==> config.mk <==
export PLATFORM = sky130hd
export DESIGN_NAME = chirp_lfo_multi
export DESIGN_NICKNAME = d
export VERILOG_FILES = /design/src/rtl/chirp_lfo_multi.sv
export SDC_FILE = /design/constraint.sdc
export NUM_CORES = 2
export LEC_CHECK = 0
export CAP_MARGIN = 20
export CORE_UTILIZATION = 44
export DETAILED_ROUTE_END_ITERATION = 8
export PLACE_DENSITY = 0.61
export SLEW_MARGIN = 5
export SYNTH_ARGS = -nofsm -noshare
export SYNTH_HDL_FRONTEND = slang
export SYNTH_SLANG_ARGS = --single-unit
==> constraint.sdc <==
create_clock -name clk -period 15.13 [get_ports clk]
set_clock_uncertainty 0.2 [all_clocks]
set_input_delay 2.2695 -clock clk [delete_from_list [all_inputs] [get_ports clk]]
set_output_delay 2.2695 -clock clk [all_outputs]
set_load 0.03 [all_outputs]
==> src/rtl/chirp_lfo_multi.sv <==
// -----------------------------------------------------------------------------
// chirp_lfo_multi
//   Multi-channel LFO-modulated chirp generator. Each channel owns a config
//   (rate, depth, offset, waveform mode), an LFO phase accumulator and a
//   carrier phase accumulator. A single time-shared datapath visits active
//   channels round-robin; every visit yields one output beat whose frequency
//   is offset + depth * waveform(LFO) and whose phase is the carrier phase
//   before that frequency is added.
//
// Ports
//   clk, reset         clock, asynchronous active-high reset
//   enable             low = synchronous clear back to the reset state
//   cfg_ch/rate/depth/offset/mode, cfg_valid/cfg_ready
//                      per-channel configuration handshake
//   dout_phase, dout_freq, dout_ch, dout_valid/dout_ready
//                      output beat handshake
// -----------------------------------------------------------------------------
module chirp_lfo_multi #(
  parameter int G_DIN_WIDTH   = 24,
  parameter int G_PHASE_WIDTH = 24,
  parameter int G_NUM_CH      = 2,
  localparam int CW = (G_NUM_CH > 1) ? $clog2(G_NUM_CH) : 1
) (
  input  logic                     clk,
  input  logic                     reset,
  input  logic                     enable,
  input  logic [CW-1:0]            cfg_ch,
  input  logic [G_DIN_WIDTH-1:0]   cfg_rate,
  input  logic [G_DIN_WIDTH-1:0]   cfg_depth,
  input  logic [G_DIN_WIDTH-1:0]   cfg_offset,
  input  logic [1:0]               cfg_mode,
  input  logic                     cfg_valid,
  output logic                     cfg_ready,
  output logic [G_PHASE_WIDTH-1:0] dout_phase,
  output logic [G_DIN_WIDTH-1:0]   dout_freq,
  output logic [CW-1:0]            dout_ch,
  output logic                     dout_valid,
  input  logic                     dout_ready
);

  localparam int DW  = G_DIN_WIDTH;
  localparam int PW  = G_PHASE_WIDTH;
  localparam int PRW = 2 * DW + 1;

  typedef enum logic [2:0] {
    SM_IDLE, SM_SELECT, SM_LFO, SM_SCALE, SM_ACCUM, SM_OUT
  } state_t;

  // Waveform shaping from the raw LFO accumulator.
  function automatic logic signed [DW-1:0] wave(input logic [DW-1:0] a,
                                                input logic [1:0]    mode);
    logic [DW-1:0] x;
    logic [DW-1:0] t;
    x = a << 1;
    t = a[DW-1] ? ~x : x;
    case (mode)
      2'd0:    wave = {~t[DW-1], t[DW-2:0]};
      2'd1:    wave = a;
      2'd2:    wave = a[DW-1] ? {1'b1, {(DW-1){1'b0}}} : {1'b0, {(DW-1){1'b1}}};
      default: wave = '0;
    endcase
  endfunction

  // Q0.DW gain: full product, floor via arithmetic shift, keep low DW bits.
  function automatic logic signed [DW-1:0] scale(input logic signed [DW-1:0] w,
                                                 input logic [DW-1:0]        depth);
    logic signed [PRW-1:0] we;
    logic signed [PRW-1:0] de;
    logic signed [PRW-1:0] p;
    logic signed [PRW-1:0] sh;
    we = PRW'(w);
    de = PRW'($signed({1'b0, depth}));
    p  = we * de;
    sh = p >>> DW;
    scale = sh[DW-1:0];
  endfunction

  // Signed add with saturation to the DW range.
  function automatic logic signed [DW-1:0] sat_add(input logic signed [DW-1:0] s,
                                                   input logic signed [DW-1:0] o);
    logic [DW:0] sum;
    sum = {s[DW-1], s} + {o[DW-1], o};
    if (sum[DW] != sum[DW-1])
      sat_add = sum[DW] ? {1'b1, {(DW-1){1'b0}}} : {1'b0, {(DW-1){1'b1}}};
    else
      sat_add = sum[DW-1:0];
  endfunction

  // Control / state registers
  state_t                 state_q, state_d;
  logic [CW-1:0]          ptr_q, ptr_d;
  logic                   cfg_ready_q, cfg_ready_d;
  logic [G_NUM_CH-1:0]    active_q, active_d;
  logic [DW-1:0]          lfo_q [G_NUM_CH];
  logic [DW-1:0]          lfo_d [G_NUM_CH];
  logic [PW-1:0]          car_q [G_NUM_CH];
  logic [PW-1:0]          car_d [G_NUM_CH];
  logic [PW-1:0]          dout_phase_q, dout_phase_d;
  logic signed [DW-1:0]   dout_freq_q, dout_freq_d;
  logic [CW-1:0]          dout_ch_q, dout_ch_d;
  logic                   dout_valid_q, dout_valid_d;

  // Data registers (no reset needed: only read for active channels / in-flight)
  logic signed [DW-1:0]   rate_q   [G_NUM_CH];
  logic signed [DW-1:0]   rate_d   [G_NUM_CH];
  logic [DW-1:0]          depth_q  [G_NUM_CH];
  logic [DW-1:0]          depth_d  [G_NUM_CH];
  logic signed [DW-1:0]   offset_q [G_NUM_CH];
  logic signed [DW-1:0]   offset_d [G_NUM_CH];
  logic [1:0]             mode_q   [G_NUM_CH];
  logic [1:0]             mode_d   [G_NUM_CH];
  logic signed [DW-1:0]   w_q, w_d;
  logic signed [DW-1:0]   s_q, s_d;

  logic                   cfg_acc;
  logic                   cfg_in_range;
  logic                   nxt_found;
  logic [CW-1:0]          nxt_ptr;
  logic [CW-1:0]          cand;
  logic signed [DW-1:0]   f_sat;

  assign cfg_acc      = cfg_valid && cfg_ready_q;
  assign cfg_in_range = int'(cfg_ch) < G_NUM_CH;

  // Next active channel strictly after ptr; ptr itself is the last candidate.
  always_comb begin
    nxt_found = 1'b0;
    nxt_ptr   = ptr_q;
    cand      = '0;
    for (int i = 1; i <= G_NUM_CH; i++) begin
      cand = CW'((int'(ptr_q) + i) % G_NUM_CH);
      if (!nxt_found && active_q[cand]) begin
        nxt_found = 1'b1;
        nxt_ptr   = cand;
      end
    end
  end

  always_comb begin
    state_d      = state_q;
    ptr_d        = ptr_q;
    active_d     = active_q;
    lfo_d        = lfo_q;
    car_d        = car_q;
    rate_d       = rate_q;
    depth_d      = depth_q;
    offset_d     = offset_q;
    mode_d       = mode_q;
    w_d          = w_q;
    s_d          = s_q;
    f_sat        = '0;
    dout_phase_d = dout_phase_q;
    dout_freq_d  = dout_freq_q;
    dout_ch_d    = dout_ch_q;
    dout_valid_d = dout_valid_q;

    case (state_q)
      SM_IDLE: begin
        if (cfg_acc) state_d = SM_SELECT;
      end
      SM_SELECT: begin
        // With nothing active (e.g. only out-of-range configs) fall back to idle.
        if (!cfg_acc) begin
          if (nxt_found) begin
            ptr_d   = nxt_ptr;
            state_d = SM_LFO;
          end else begin
            state_d = SM_IDLE;
          end
        end
      end
      // ---- stage: waveform from pre-increment LFO phase ----
      SM_LFO: begin
        w_d            = wave(lfo_q[ptr_q], mode_q[ptr_q]);
        lfo_d[ptr_q]   = lfo_q[ptr_q] + $unsigned(rate_q[ptr_q]);
        state_d        = SM_SCALE;
      end
      // ---- stage: depth scaling ----
      SM_SCALE: begin
        s_d     = scale(w_q, depth_q[ptr_q]);
        state_d = SM_ACCUM;
      end
      // ---- stage: offset, output load, carrier advance ----
      SM_ACCUM: begin
        f_sat         = sat_add(s_q, offset_q[ptr_q]);
        dout_freq_d   = f_sat;
        dout_phase_d  = car_q[ptr_q];
        dout_ch_d     = ptr_q;
        dout_valid_d  = 1'b1;
        car_d[ptr_q]  = car_q[ptr_q] + PW'(f_sat);
        state_d       = SM_OUT;
      end
      SM_OUT: begin
        if (dout_valid_q && dout_ready) begin
          dout_valid_d = 1'b0;
          state_d      = SM_SELECT;
        end
      end
      default: state_d = SM_IDLE;
    endcase

    // Config writes only happen in IDLE/SELECT, so they never collide with
    // the per-channel updates of the datapath states.
    if (cfg_acc && cfg_in_range) begin
      rate_d[cfg_ch]   = cfg_rate;
      depth_d[cfg_ch]  = cfg_depth;
      offset_d[cfg_ch] = cfg_offset;
      mode_d[cfg_ch]   = cfg_mode;
      active_d[cfg_ch] = 1'b1;
      lfo_d[cfg_ch]    = '0;
      car_d[cfg_ch]    = '0;
    end

    cfg_ready_d = (state_d == SM_IDLE) || (state_d == SM_SELECT);

    if (!enable) begin
      state_d      = SM_IDLE;
      ptr_d        = CW'(G_NUM_CH - 1);
      active_d     = '0;
      for (int i = 0; i < G_NUM_CH; i++) begin
        lfo_d[i] = '0;
        car_d[i] = '0;
      end
      dout_phase_d = '0;
      dout_freq_d  = '0;
      dout_ch_d    = '0;
      dout_valid_d = 1'b0;
      cfg_ready_d  = 1'b0;
    end
  end

  always_ff @(posedge clk or posedge reset) begin
    if (reset) begin
      state_q      <= SM_IDLE;
      ptr_q        <= CW'(G_NUM_CH - 1);
      cfg_ready_q  <= 1'b0;
      active_q     <= '0;
      for (int i = 0; i < G_NUM_CH; i++) begin
        lfo_q[i] <= '0;
        car_q[i] <= '0;
      end
      dout_phase_q <= '0;
      dout_freq_q  <= '0;
      dout_ch_q    <= '0;
      dout_valid_q <= 1'b0;
    end else begin
      state_q      <= state_d;
      ptr_q        <= ptr_d;
      cfg_ready_q  <= cfg_ready_d;
      active_q     <= active_d;
      lfo_q        <= lfo_d;
      car_q        <= car_d;
      dout_phase_q <= dout_phase_d;
      dout_freq_q  <= dout_freq_d;
      dout_ch_q    <= dout_ch_d;
      dout_valid_q <= dout_valid_d;
    end
  end

  always_ff @(posedge clk) begin
    rate_q   <= rate_d;
    depth_q  <= depth_d;
    offset_q <= offset_d;
    mode_q   <= mode_d;
    w_q      <= w_d;
    s_q      <= s_d;
  end

  assign cfg_ready  = cfg_ready_q;
  assign dout_phase = dout_phase_q;
  assign dout_freq  = dout_freq_q;
  assign dout_ch    = dout_ch_q;
  assign dout_valid = dout_valid_q;

endmodule
# --- After elaboration in Yosys (flattened, before gate mapping) ---
# Cells that the tools add are included.
totals:
  regBits: 349
  latch_bits: 0
  ramBits: 0
  romBits: 0
  in_bits: 80
  output_inout_bits: 51
  memories: 0
op_classes:
  add_sub_neg: 5
  n_mul: 1
  div_mod_pow: 0
  magnitude_cmp: 8
  eq_ne: 17
  n_shift: 0
  n_mux: 74
  bitwise: 8
  reduce_logical: 13
ops:
  columns: ["operator", "count"]
  rows:
  - ["2-to-1 mux 24 bit", 26]
  - ["2-to-1 mux 48 bit", 6]
  - ["bitwise mux 48 bit", 5]
  - ["bitwise AND 48 bit", 2]
  - ["case mux 24 bit (3 select lines)", 1]
  - ["adder 24 bit", 2]
  - ["demux 24 bit (select 1 bit)", 2]
  - ["multiplier 24 x 25 -> 48 bit", 1]
  - ["NOT 48 bit", 1]
  - ["adder 24 x 24 -> 25 bit", 1]
  - ["NOT 24 bit", 1]
  - ["2-to-1 mux 1 bit", 18]
  - ["case mux 3 bit (6 select lines)", 1]
  - ["2-to-1 mux 2 bit", 7]
  - ["2-to-1 mux 3 bit", 4]
  - ["inequality test 2 x 1 -> 1 bit, second input constant", 4]
  - ["== test 3 x 1 -> 1 bit, second input constant", 2]
  - ["== test 3 x 2 -> 1 bit, second input constant", 2]
  - ["== test 3 bit, second input constant", 2]
  - ["logical AND 1 bit", 6]
  - ["zero test 3 bit", 2]
  - ["less-than comparator 1 x 2 -> 1 bit, second input constant", 3]
  - ["inequality test 3 x 1 -> 1 bit, second input constant", 2]
  - ["bitwise mux 4 bit", 1]
  - ["other kinds (20)", 24]

# --- Longest topological paths before layout ---
logic_depth:
  ltp_word: 14
  depth_mapped: 30
  depth_no_buf: 26

# --- Worst setup path before layout ---
# OpenSTA, ideal clock, no wires.
synth_path:
  path_kind: "reg2reg"
  startpoint: "reg ptr_q"
  endpoint: "reg s_q[18], data pin"
  setup_ns: 0.258
  arrival_ns: 7.853
  required_ns: 14.672
  slack_ns: 6.820
  stages_incl_launch_ff: 30
  n_path_buf: 4
  synth_period_minus_slack_ns: 8.310
  cell_sequence: "dfstp_2 -> buf_2 -> clkbuf_1 -> buf_1 -> mux2_2 -> clkbuf_1 -> and2_1 -> fa_1 -> inv_1 -> fa_1 -> fa_1 -> inv_1 -> fa_1 -> inv_1 -> fa_1 -> inv_1 -> fa_1 -> inv_1 -> fa_1 -> inv_1 -> ha_1 -> and3_1 -> nand3_1 -> a311o_1 -> a211o_1 -> a31o_2 -> o221a_2 -> o21ai_1 -> a21oi_1 -> xnor2_1"
synth_between:
  elab_chain_len: 5
synth_lines:
  columns: ["item", "line", "source"]
  rows:
  - ["start, declared", "91", "logic [CW-1:0] ptr_q, ptr_d;"]
  - ["start signal, assigned", "235", "ptr_q <= CW'(G_NUM_CH - 1);"]
  - ["start signal, assigned", "248", "ptr_q <= ptr_d;"]
  - ["NOT 1 -> 2 bit (not written as such)", "180", "s_d = scale(w_q, depth_q[ptr_q]);"]
  - ["2-to-1 mux 24 bit (not written as such) (3 in series)", "180", null]
  - ["multiplier 24 x 25 -> 48 bit", "73", "p = we * de;"]
  - ["end signal, assigned", "266", "s_q <= s_d;"]
  - ["end, declared", "113", "logic signed [DW-1:0] s_q, s_d;"]
# No other way between the ends. The select of a mux whose other input is x is not followed.
# A chain may end at the register's enable or synchronous reset.

# --- Worst setup path after layout ---
layout_path:
  startpoint: "reg ptr_q"
  endpoint: "reg s_q[22], data pin"
# Same word-level chain as after synthesis.

==> insert_results.sql <==
INSERT INTO impl_metrics (metric_group, metric, value, unit) VALUES
('critical_path', 'timing.rr.start', 'ptr_q', ''),
('critical_path', 'cp-endpoint', 's_q[22]', ''),
('placement', 'place.gp.congestion', '0.857', ''),
('timing', 'timing_worst_slew_pin_value', '1.16', 'ns'),
('detailed_routing', 'vias_per_cell', '5.24', ''),
('yosys', 'synth.top_cells.by_area', 'fa_1 (27%), edfxtp_1 (16%), dfrtp_1 (11%)', ''),
('final_layout', 'drive_above_1_share', '6.75', '%'),
('power_and_ir_drop', 'total_leakage_power', '18.4', 'nW'),
('clock_tree', 'cts_tree', 'yes', ''),
('timing', 'setup_slack', '6.31', 'ns'),
('timing', 'fin_worst_hold_slack', '0.288', 'ns'),
('final_layout', 'area_growth', '9.88', '%'),
('critical_path', 'r2r_cells', '23', ''),
('critical_path', 'setup.worst_path.end_class', 'flop', ''),
('yosys', 'sequential_cell_area_fraction_in_the_yosys_report', '26.9', '%'),
('yosys', 'synth_edf_count', '196', ''),
('placement', 'dpl.hpwl', '67.7', 'mm'),
('final_layout', 'area.sequential', '9720', 'um^2'),
('critical_path', 'regToRegEndpoint', 's_q[22]', ''),
('timing', 'post_route_clock_period_utilization', '58.3', '%'),
('power_and_ir_drop', 'vdd_ir_drop_max', '0.000249', 'V'),
('critical_path', 'cp_slowest_cell', 'dfstp_4', ''),
('critical_path', 'cp_data_arrival_time', '8.89', 'ns'),
('timing', 'rsz0062_at_grt', 'no', ''),
('final_layout', 'nNetsFinal', '4545', ''),
('critical_path', 'path_depth', '23', ''),
('yosys', 'yosys_register_bits', '349', ''),
('clock_tree', 'cts.sink_count', '349', ''),
('clock_tree', 'cts_resized', '0', ''),
('yosys', 'synth_cell_type_count', '76', ''),
('detailed_routing', 'firstDrtPassIters', '7', ''),
('placement', 'port_buffers', '130', ''),
('grt', 'grt_pass1_vias', '26865', ''),
('critical_path', 'worst_setup_path_start_kind', 'flop', ''),
('clock_tree', 'hold_buffers', '0', ''),
('floorplan', 'chipHeight', '289', 'um'),
('critical_path', 'critical_path_class', 'flop to flop', ''),
('clock_tree', 'ctsLongestPathBuffers', '3', ''),
('final_layout', 'number_of_fill_cells_in_the_layout', '7660', ''),
('timing', 'final-max-slew-violation-count', '0', ''),
('detailed_routing', 'initialDrtViolationCount', '1489', ''),
('detailed_routing', 'average_wire_per_standard_cell', '19.0', 'um'),
('floorplan', 'floorplan.die_area', '83300', 'um^2'),
('floorplan', 'ioPinCount', '131', ''),
('clock_tree', 'ctsHtreeMaxLevel', '2', ''),
('clock_tree', 'cts_setup_buffers', '0', ''),
('grt', 'grt_antenna_before_repair', '3', ''),
('grt', 'grt_util_all_layers', '22.8', '%'),
('power_and_ir_drop', 'total_power', '5.29', 'mW'),
('floorplan', 'placeableCoreArea', '80900', 'um^2'),
('yosys', 'netlist_area', '36100', 'um^2'),
('yosys', 'synth_top_area_share', '26.8', '%'),
('timing', 'hold_violations', '0', ''),
('detailed_routing', 'route.final.wire_length', '91.5', 'mm'),
('detailed_routing', 'drc', '0', ''),
('timing', 'maxSlewHeadroom', '22.4', '%'),
('grt', 'pin_count_of_the_biggest_net_entering_global_routing', '64', ''),
('job', 'cap_violations', '0', ''),
('final_layout', 'multiInputGateArea', '23600', 'um^2'),
('yosys', 'synth_fp_nets', '4515', ''),
('clock_tree', 'clkLatencyLatePin', '0.55', 'ns'),
('outcome', 'status', 'finished, final reports clean', ''),
('critical_path', 'critPathTopFamily', 'adder cells', ''),
('floorplan', 'fp-row-count', '104', ''),
('power_and_ir_drop', 'power.density_cell_area', '133', 'nW/um^2'),
('critical_path', 'max_stage_delay', '1.09', 'ns'),
('yosys', 'yosys_warnings', '0', ''),
('timing', 'total_negative_slack', '0', 'ns'),
('critical_path', 'critical_path.most_common_cell', 'fa_1', ''),
('timing', 'fin_crit', '8.82', 'ns'),
('critical_path', 'setup.worst_path.start', 'ptr_q', '');
## worst min path at each step
stage,end,depth (start not counted),slack (ns),start
2_1_floorplan,active_q[0],2,0.27,active_q[0]
3_3_place_gp,dout_freq[7],2,0.27,dout_freq[7]
3_5_place_dp,dout_freq[13],2,0.28,dout_freq[13]
4_1_cts,dout_freq[13],2,0.29,dout_freq[13]
5_1_grt,dout_freq[20],2,0.32,dout_freq[20]
6_report,dout_freq[13],2,0.29,dout_freq[13]
## metrics by stage
stage	instance area (um^2)	instances
after floorplan	36100	3689
after global placement	38400	4737
after detailed placement	38400	4737
after CTS	39600	4803
after global routing	39700	4807
final	39700	4807
## cell families (layout without fill, tap and decap cells)
kind of cell	count (synthesis)	in the layout	share of synthesized area, %
xor gates and xnor gates	104	104	2.52
muxes	125	125	3.81
adders and majority gates	746	746	35.9
DFF	349	349	26.9
AOI/OAI and AO/OA	478	478	8.22
and+or+nand+nor	1120	1120	14.7
buffers and inverters	767	825	8.04
## routing by layer
layer  up-vias  share of wire, %  track usage (%)
met5         -             0.013                0
met4         2               2.5             6.22
met3       126               3.4             1.90
met2       468                51             40.8
met1     12824                43             29.5
li1      11784                 -                -
## cells in the final DEF (no fill, tap or decap), types with 37 or more instances in the layout
cell               n
a21oi_1          205
fa_1             484
xor2_1            50
clkdlybuf4s50_1  130
a21o_1            53
nor2_1           125
inv_1            593
nand2_1          567
dfrtp_1          152
mux2_2            96
edfxtp_1         196
xnor2_1           54
and2_1           269
o21ai_0           52
clkbuf_16         37
ha_1             262
## cells in the mapped netlist (3+ instances only)
library cell / instances
a211oi_1: 22
a21boi_0: 5
a21o_1: 53
a21oi_1: 205
a311oi_1: 3
a31o_2: 5
a31oi_1: 7
and2_1: 269
and3_1: 13
and3b_1: 3
buf_1: 6
clkbuf_1: 161
dfrtp_1: 152
edfxtp_1: 196
fa_1: 484
ha_1: 262
inv_1: 594
mux2_2: 96
mux2i_1: 28
nand2_1: 567
nand2b_1: 15
nand3_1: 33
nand4_1: 15
nor2_1: 126
nor2_2: 9
nor2_4: 10
nor2b_1: 10
nor3_1: 6
nor3b_1: 5
nor4_1: 3
o2111ai_1: 5
o211ai_1: 11
o21a_1: 13
o21ai_0: 53
o21ai_1: 24
o21bai_1: 5
o22ai_1: 26
o2bb2ai_1: 3
o31a_1: 3
o31ai_1: 5
or2_2: 22
or3_1: 9
xnor2_1: 54
xor2_1: 50
## state kept, by name, indices dropped and copies added (netlist names)
register    flops
active_q        2
car_q          48
lfo_q          48
dout_ch         1
rate_q         48
mode_q          4
dout_phase     24
s_q            24
ptr_q           1
w_q            24
cfg_ready       1
depth_q        48
dout_freq      24
dout_valid      1
offset_q       48
state_q         3
## final cells by class
| class | count | area share [%] |
|---|---|---|
| clock buffer | 44 | 2.47 |
| clock inverter | 22 | 0.636 |
| inverter | 594 | 5.63 |
| multi-input combinational | 2573 | 59.4 |
| sequential | 349 | 24.5 |
| tap | 1060 | 3.34 |
| timing repair buffer | 165 | 4.09 |
## report_power, final
part	leakage, nW	total [mW]	switching [mW]	internal, mW
Combinational	13.9	3.21	1.90	1.31
Clock	0.606	0.935	0.384	0.551
Sequential	3.92	1.15	0.00900	1.14
## tightest hold or removal path, cell delays in order, from the launching register on
cell and delay (ns):
dfrtp_1 0.34, nand2_1 0.05, o21ai_1 0.07
(Power assumes the default switching activity.)
